File: config.mk
export PLATFORM = sky130hd
export DESIGN_NAME = fp_add_align_stage
export DESIGN_NICKNAME = d
export VERILOG_FILES = /design/src/rtl/fp_add_align_stage_pkg.sv /design/src/rtl/fp_mant_align.sv /design/src/rtl/fp_add_align_stage.sv
export SDC_FILE = /design/constraint.sdc
export NUM_CORES = 1
export LEC_CHECK = 0
export BUFFER_PORTS_ARGS = -buffer_cell sky130_fd_sc_hd__buf_4
export CAP_MARGIN = 25
export CORE_MARGIN = 4
export CORE_UTILIZATION = 60
export DETAILED_ROUTE_END_ITERATION = 7
export PLACE_DENSITY_LB_ADDON = 0.3
export SLEW_MARGIN = 20
export SYNTH_ARGS = -nofsm -noshare
export SYNTH_HDL_FRONTEND = slang
export SYNTH_SLANG_ARGS = --single-unit
File: constraint.sdc
create_clock -name clk -period 6 [get_ports clk]
set_clock_uncertainty 0.05 [all_clocks]
set_input_delay 0.6 -clock clk [delete_from_list [all_inputs] [get_ports clk]]
set_output_delay 0.6 -clock clk [all_outputs]
set_load 0.1 [all_outputs]
File: src/rtl/fp_add_align_stage_pkg.sv
// Shared binary32 field widths and the aligned-operand record passed from
// the align stage to the add stage of the FP adder front end.
package fp_add_align_stage_pkg;

  localparam int unsigned WORD_W = 32;
  localparam int unsigned EXP_W  = 8;
  localparam int unsigned FRAC_W = 23;
  localparam int unsigned MANT_W = 25;
  localparam int unsigned BIAS   = 127;

  localparam logic [EXP_W-1:0] EXP_MAX         = 8'd255;
  localparam logic [EXP_W-1:0] EXP_CARRY_LIMIT = 8'd254;

  typedef struct packed {
    logic              sign;        // sign of big operand, or of the special operand
    logic [EXP_W-1:0]  exp;         // exponent of big operand
    logic [MANT_W-1:0] mant_big;
    logic [MANT_W-1:0] mant_small;  // already shifted to big's exponent
    logic              eff_sub;     // effective signs differ
    logic              special;     // an operand had exponent 255
  } aligned_op_t;

endpackage

File: src/rtl/fp_mant_align.sv
// Combinational compare/swap and right alignment of the smaller mantissa.
module fp_mant_align
  import fp_add_align_stage_pkg::*;
(
  input  logic [WORD_W-1:0] op_a,
  input  logic [WORD_W-1:0] op_b,
  input  logic              sub,
  output aligned_op_t       aligned
);

  logic [EXP_W-1:0]  e_a, e_b, e_big, e_small, diff;
  logic [FRAC_W-1:0] f_a, f_b;
  logic [MANT_W-1:0] m_a, m_b, m_small;
  logic              s_a, s_b, a_big;

  always_comb begin
    e_a = op_a[30:23];
    e_b = op_b[30:23];
    // Exponent-0 operands flush to zero, so their fraction is dropped entirely.
    f_a = (e_a == '0) ? '0 : op_a[22:0];
    f_b = (e_b == '0) ? '0 : op_b[22:0];
    m_a = {1'b0, |e_a, f_a};
    m_b = {1'b0, |e_b, f_b};
    s_a = op_a[31];
    s_b = op_b[31] ^ sub;

    a_big   = {e_a, f_a} >= {e_b, f_b};
    e_big   = a_big ? e_a : e_b;
    e_small = a_big ? e_b : e_a;
    m_small = a_big ? m_b : m_a;
    diff    = e_big - e_small;

    aligned            = '0;
    aligned.exp        = e_big;
    aligned.mant_big   = a_big ? m_a : m_b;
    aligned.mant_small = (diff >= 8'd24) ? '0 : (m_small >> diff);
    aligned.eff_sub    = s_a ^ s_b;
    aligned.sign       = a_big ? s_a : s_b;
    aligned.special    = (e_a == EXP_MAX) || (e_b == EXP_MAX);
    if (e_a == EXP_MAX)
      aligned.sign = op_a[31];
    else if (e_b == EXP_MAX)
      aligned.sign = op_b[31];
  end

endmodule

File: src/rtl/fp_add_align_stage.sv
// Two-stage binary32 add/sub front end: align, then mantissa add with
// single-step carry correction; leading-one normalisation happens downstream.
module fp_add_align_stage
  import fp_add_align_stage_pkg::*;
(
  input  logic              clk,
  input  logic              rst_n,
  input  logic              in_valid,
  output logic              in_ready,
  input  logic [WORD_W-1:0] in_a,
  input  logic [WORD_W-1:0] in_b,
  input  logic              in_sub,
  output logic              out_valid,
  input  logic              out_ready,
  output logic              out_s,
  output logic [EXP_W-1:0]  out_e,
  output logic [MANT_W-1:0] out_m,
  output logic              out_zero,
  output logic              out_special
);

  aligned_op_t       align_d, s1_q;
  logic              s1_valid, s2_advance;
  logic [MANT_W-1:0] sum;
  logic              nx_s, nx_zero, nx_special;
  logic [EXP_W-1:0]  nx_e;
  logic [MANT_W-1:0] nx_m;

  fp_mant_align u_align (
    .op_a    (in_a),
    .op_b    (in_b),
    .sub     (in_sub),
    .aligned (align_d)
  );

  assign s2_advance = !out_valid || out_ready;
  assign in_ready   = !s1_valid || s2_advance;

  always_comb begin
    sum = s1_q.eff_sub ? (s1_q.mant_big - s1_q.mant_small)
                       : (s1_q.mant_big + s1_q.mant_small);
    nx_s       = s1_q.sign;
    nx_e       = s1_q.exp;
    nx_m       = sum;
    nx_zero    = 1'b0;
    nx_special = 1'b0;
    if (s1_q.special) begin
      nx_e       = EXP_MAX;
      nx_m       = '0;
      nx_special = 1'b1;
    end else if (sum == '0) begin
      nx_s    = 1'b0;
      nx_e    = '0;
      nx_zero = 1'b1;
    end else if (sum[MANT_W-1]) begin
      if (s1_q.exp == EXP_CARRY_LIMIT) begin
        nx_e       = EXP_MAX;
        nx_m       = '0;
        nx_special = 1'b1;
      end else begin
        nx_m = {1'b0, sum[MANT_W-1:1]};
        nx_e = s1_q.exp + 8'd1;
      end
    end
  end

  always_ff @(posedge clk or negedge rst_n) begin
    if (!rst_n) begin
      s1_valid <= 1'b0;
      s1_q     <= '0;
    end else if (in_ready) begin
      s1_valid <= in_valid;
      if (in_valid)
        s1_q <= align_d;
    end
  end

  always_ff @(posedge clk or negedge rst_n) begin
    if (!rst_n) begin
      out_valid   <= 1'b0;
      out_s       <= 1'b0;
      out_e       <= '0;
      out_m       <= '0;
      out_zero    <= 1'b0;
      out_special <= 1'b0;
    end else if (s2_advance) begin
      out_valid <= s1_valid;
      if (s1_valid) begin
        out_s       <= nx_s;
        out_e       <= nx_e;
        out_m       <= nx_m;
        out_zero    <= nx_zero;
        out_special <= nx_special;
      end
    end
  end

endmodule

# Yosys cells after proc, flatten, opt, wreduce, memory -nomap -nowiden
# Cells that the tools add are included.
classes:
  add_sub_neg: 4
  n_lt_le_gt_ge: 2
  n_eq_ne: 3
  shift: 1
  n_mux: 27
  bitwise: 2
  reduce_logical: 12
op_table:
  columns: ["cell", "n"]
  rows:
  - ["$mux 25", 4]
  - ["$mux 24", 4]
  - ["$mux 8", 6]
  - ["$mux 23", 2]
  - ["$ge 31x31->1", 1]
  - ["$add 25x25->25", 1]
  - ["$logic_not 25->1", 1]
  - ["$shr 25x8->25", 1]
  - ["$sub 25x25->25", 1]
  - ["$eq 8x8->1 const B", 3]
  - ["$logic_not 8->1", 2]
  - ["$reduce_or 8->1", 2]
  - ["$mux 1", 11]
  - ["$add 8x1->8 const B", 1]
  - ["$ge 8x5->1 const B", 1]
  - ["$sub 8x8->8", 1]
  - ["$reduce_and 2->1", 2]
  - ["$logic_or 1x1->1", 3]
  - ["$logic_not 1->1", 2]
  - ["$xor 1x1->1", 2]
word_totals:
  regBits: 99
  inputBits: 69
  output_inout_bits: 38
  word_cells: 64

# Depth between registers and ports, before layout
logic_depth:
  depth_word: 7
  mapped_depth: 27
  mapped_depth_nobuf: 22

# By module
# Synthesis repeated with hierarchy kept, for this count alone.
hier_totals:
  cells_unflattened: 1193
  hier_area_um2: 9918.3
by_module_without_submodules:
  columns: ["mod", "instances", "cells_per_inst", "area_per_inst_um2", "seq_area_each_um2"]
  rows:
  - ["fp_add_align_stage", 1, 605, 6090.8, 2477.4]
  - ["fp_mant_align", 1, 588, 3827.4, 0.0]

# Least setup slack after synthesis
# No wires, ideal clock.
synth_timing:
  path_kind: "input to register"
  from: "input in_b[27]"
  to: "register s1_q[2] (netlist bit)"
  setup_ns: 0.124
  arrival_ns: 5.618
  required_time_ns: 5.826
  path_slack_ns: 0.208
  stages: 24
  path_buffers: 3
  cell_sequence: "nor4_1 > nand2_1 > clkbuf_1 > and2_1 > ha_1 > nand2b_1 > a211o_1 > a211oi_2 > o31ai_4 > nor3_4 > buf_2 > buf_2 > nand2_1 > o21a_1 > ha_1 > a21oi_1 > o21ai_0 > a211oi_1 > a211oi_1 > o311a_1 > o2111ai_4 > nor2_2 > a32o_1 > a211o_1"
synth_between:
  elab_chain_cells: 7
  elab_cells_between_ends: 11
  classes_between: "add/sub: 1; order compare: 2; shift: 1; mux: 5; reduce/logical: 2"
synth_rtl:
  columns: ["item", "line_no", "source"]
  rows:
  - ["start, declared", "fp_add_align_stage.sv:11", "input logic [WORD_W-1:0] in_b,"]
  - ["$logic_not 8->1", "fp_mant_align.sv:21", "f_b = (e_b == '0) ? '0 : op_b[22:0];"]
  - ["$mux 23", "fp_mant_align.sv:21", null]
  - ["$ge 31x31->1", "fp_mant_align.sv:27", "a_big = {e_a, f_a} >= {e_b, f_b};"]
  - ["$mux 8 (on tied branches)", "fp_mant_align.sv:28, fp_mant_align.sv:29", null]
  - ["$sub 8x8->8", "fp_mant_align.sv:31", "diff = e_big - e_small;"]
  - ["$shr 25x8->25 / $ge 8x5->1 (equally long branches)", "fp_mant_align.sv:36", "aligned.mant_small = (diff >= 8'd24) ? '0 : (m_small >> diff);"]
  - ["$mux 25 *", "fp_mant_align.sv:36", null]
  - ["end signal, assigned", "fp_add_align_stage.sv:74", "s1_q <= align_d;"]
  - ["end, declared", "fp_add_align_stage.sv:22", "aligned_op_t align_d, s1_q;"]
# Every way passes the cells marked *; elsewhere a longest branch is shown, timed or not.
# A chain may end at the register's enable or synchronous reset.

# Worst setup path in the final report
layout_timing:
  from: "input in_a[24]"
  to: "register s1_q[15] (netlist bit)"
layout_between:
  elab_chain_cells: 7
  elab_cells_between_ends: 11
  classes_between: "add/sub: 1; order compare: 2; shift: 1; mux: 5; reduce/logical: 2"
layout_rtl:
  columns: ["item", "line_no", "source"]
  rows:
  - ["start, declared", "fp_add_align_stage.sv:10", "input logic [WORD_W-1:0] in_a,"]
  - ["$logic_not 8->1", "fp_mant_align.sv:20", "f_a = (e_a == '0) ? '0 : op_a[22:0];"]
  - ["$mux 23", "fp_mant_align.sv:20", null]
  - ["$ge 31x31->1", "fp_mant_align.sv:27", null]
  - ["$mux 8 (on tied branches)", "fp_mant_align.sv:28, fp_mant_align.sv:29", null]
  - ["$sub 8x8->8", "fp_mant_align.sv:31", null]
  - ["$shr 25x8->25 / $ge 8x5->1 (equally long branches)", "fp_mant_align.sv:36", null]
  - ["$mux 25 *", "fp_mant_align.sv:36", null]
# Marks and branches as above.

==> flow_metrics.tcl <==
set metrics [dict create \
    drc 0 \
    synthTopCellsByArea "dfrtp_1 (26%), ha_1 (8.0%), nand2_1 (7.3%), a21oi_1 (5.0%), o21ai_0 (4.7%)" \
    rrSetupSlack_ns 0.70 \
    dr.max_layer_used "met4" \
    crit_chain "buf_4, nor4_1, nand2_1, buf_4, and2_1, ha_1, a211oi_1, o21ai_1, a221oi_1, buf_4, nor2_1, nor3_4, o21a_1, ha_1, o21ai_0, a21oi_1, a21oi_1, a211oi_1, o311a_1, o2111ai_4, nor3_4, buf_4, a22oi_1, o21ai_1" \
    start_kind "input pin" \
    yosysUniqueCellTypes 86 \
    instances_no_fill 1432 \
    synth_most_common_cell "nand2_1" \
    holdBufCountCts 0 \
    critPathArrivalTime_ns 5.59 \
    antenna_left 0 \
    final.setup.tns_ns 0 \
    grt_pass1_wl_um 42500 \
    synth_largest_area_cell "dfrtp_1" \
    route.met2.wl_um 12200 \
    worstHoldPathType "input pin to async pin" \
    root_buffer "clkbuf_16" \
    setup_viol 0 \
    via_count 9022 \
    holdWs_ns 0.103 \
    core_um2 14800 \
    wirelength_um 26200 \
    yosys_warnings 0 \
    period_needed_ns 5.37 \
    grt_max_degree 97 \
    htree_levels 3 \
    drt_iter0_markers 1028 \
    dp_hpwl_um 20800 \
    async_flop_share_pct 100 \
    cpMostUsedCell "buf_4" \
    leakage_nw 4.86 \
    grt-ovfl-total 0 \
    cts_sinks 97 \
    rsz0062_at_grt "false" \
    cp_slowest_cell "a211oi_1" \
    yosysTopAreaCellShare_pct 26.4 \
    numCtsBuffers 9 \
    slowest_delay_ns 0.47 \
    cap_violations 0 \
    io_pins 107 \
    rr_endpoint "out_m[13]$_DFFE_PN0P_" \
    clk_pin_slew_ns 0.08 \
    syn_inst 1158 \
    firstDrtPassIters 6 \
    slew_headroom_pct 42.7 \
    cpLargestDelayFamily "compound AO/OA/AOI/OAI gates" \
    cp.required_ns 6.22 \
    yosysSeqAreaShare_pct 26.4 \
    ir_drop_mv 0.447 \
    synth.top_cells.by_count "nand2_1 (178), dfrtp_1 (97), nor2_1 (97)" \
    crit_path_end_kind "register" \
    syn_area_um2 9190 \
    route.met3.wl_um 1730 \
    die_x_um 132 \
    routedLengthMet1_um 11600 \
    antenna_cells 0 \
    powerDensity_nw_per_um2 530 \
    syn_nets 1287 \
    ys_ff_latch 97 \
    viasPerCell 6.30 \
    slew_viol_final 0 \
    placedCellCount 1416 \
    clock_path_buffers 2 \
    num_rows 44 \
    synth_edf_count 0 \
    syn_to_final_growth_pct 14.6 \
    wl_per_cell_um 18.3 \
    synth_ff_type "dfrtp_1" \
    die_area_um2 17400 \
    path_buf_inv 4 \
    start_util_pct 62.3 \
    worst-setup-path-type "input pin to register" \
    finalHoldViolations 0 \
    drive_gt1_share_pct 16.6 \
    avgSynthCellArea_um2 7.93 \
    cts_setup_buffers 0 \
    gp_congestion 1.02 \
    clock_latency_ns 0.35 \
    grt_usage_pct 29.4 \
    layout.nets 1372 \
    timing.fmax_mhz 186 \
    cts_tree "done" \
    antenna_found_initial 0 \
    ctsResizeCount 0 \
    fin_crit_sh_pct 89.6 \
    outcome "finished clean" \
    grt_pass1_vias 8297 \
    reg2reg_from "s1_q[9]$_DFFE_PN0P_" \
    io_buffers 106 \
    crit_fanout 26 \
    worstMarginPinSlew_ns 0.848 \
    die_h_um 132 \
    reg2reg_depth 16 \
]
[per-stage QoR]
stage / setup slack [ns] / total power, mW / utilization, % / instance area [µm²]
global placement: 0.394 / 4.89 / 69.3 / 10200
finish: 0.625 / 5.58 / 71.4 / 10500
detailed placement: 0.333 / 4.98 / 69.3 / 10200
CTS: 0.691 / 5.55 / 71.4 / 10500
global route: 0.191 / 6.00 / 71.4 / 10500
floorplan: 0.208 / 4.11 / - / 9190
[per-layer routing]
metal / vias to the layer above / global-route usage [%]
met5: - / 0
met4: 0 / 8.05
met3: 51 / 3.21
met2: 405 / 48.4
met1: 4176 / 41.5
li1: 4390 / -
[cells in the final DEF, fill, tap and decap left out, types with 18 or more instances in the layout]
master and n:
o21ai_0 86, dfrtp_1 97, ha_1 59, nand3_1 19
a21oi_1 91, mux2i_1 38, nand2_1 177, nor2_1 97
buf_4 131, mux2_2 18, xnor2_1 42, nor3_1 20
inv_1 54
[state kept, by name, indices dropped and copies added (netlist names)]
signal and count:
s1_q 59, out_s 1, out_zero 1, out_valid 1, out_special 1, out_m 25, s1_valid 1, out_e 8
[worst reg2reg max path: cells and delay by family, from the launching register on]
| kind | cells | cell delay, ns |
|---|---|---|
| AO/OA/AOI/OAI | 4 | 0.84 |
| flip-flops | 1 | 0.44 |
| XOR/XNOR | 2 | 0.76 |
| buffers and inverters | 1 | 0.42 |
| AND/OR/NAND/NOR | 7 | 1.95 |
| adder cells (fa/ha/maj) | 1 | 0.36 |
| multiplexers | 1 | 0.39 |
[worst max path at each step]
stage / depth (start not counted) / start / end / slack, ns
finish: 24 / in_a[24] / s1_q[15]$_DFFE_PN0P_ / 0.63
global route: 24 / in_b[27] / s1_q[15]$_DFFE_PN0P_ / 0.19
CTS: 24 / in_a[24] / s1_q[9]$_DFFE_PN0P_ / 0.69
detailed placement: 24 / in_a[24] / s1_q[9]$_DFFE_PN0P_ / 0.33
global placement: 24 / in_a[24] / s1_q[2]$_DFFE_PN0P_ / 0.39
floorplan: 24 / in_b[27] / s1_q[2]$_DFFE_PN0P_ / 0.21
[kinds of logic after synthesis]
group	share of synthesized area (%)
muxes	9.11
adders and majority gates	8.26
xor gates and xnor gates	5.33
buffers and inverters	4.97
DFF	26.4
AOI/OAI and AO/OA	24.0
and+or+nand+nor	21.9
[report_power, final]
group	internal (mW)	leakage (nW)	switching, mW
logic	1.44	3.49	2.65
registers	0.817	1.23	0.114
clock network	0.311	0.145	0.259
total	2.56	4.86	3.02
[cell type report]
type | count | area [µm²]
Timing Repair Buffer | 134 | 1040
Clock inverter | 5 | 45.0
Sequential cell | 97 | 2430
Clock buffer | 11 | 253
Tap cell | 184 | 230
Inverter | 55 | 206
Fill cell | 1197 | 4230
Multi-Input combinational cell | 946 | 6320
Power figures use the tool's default switching activity.
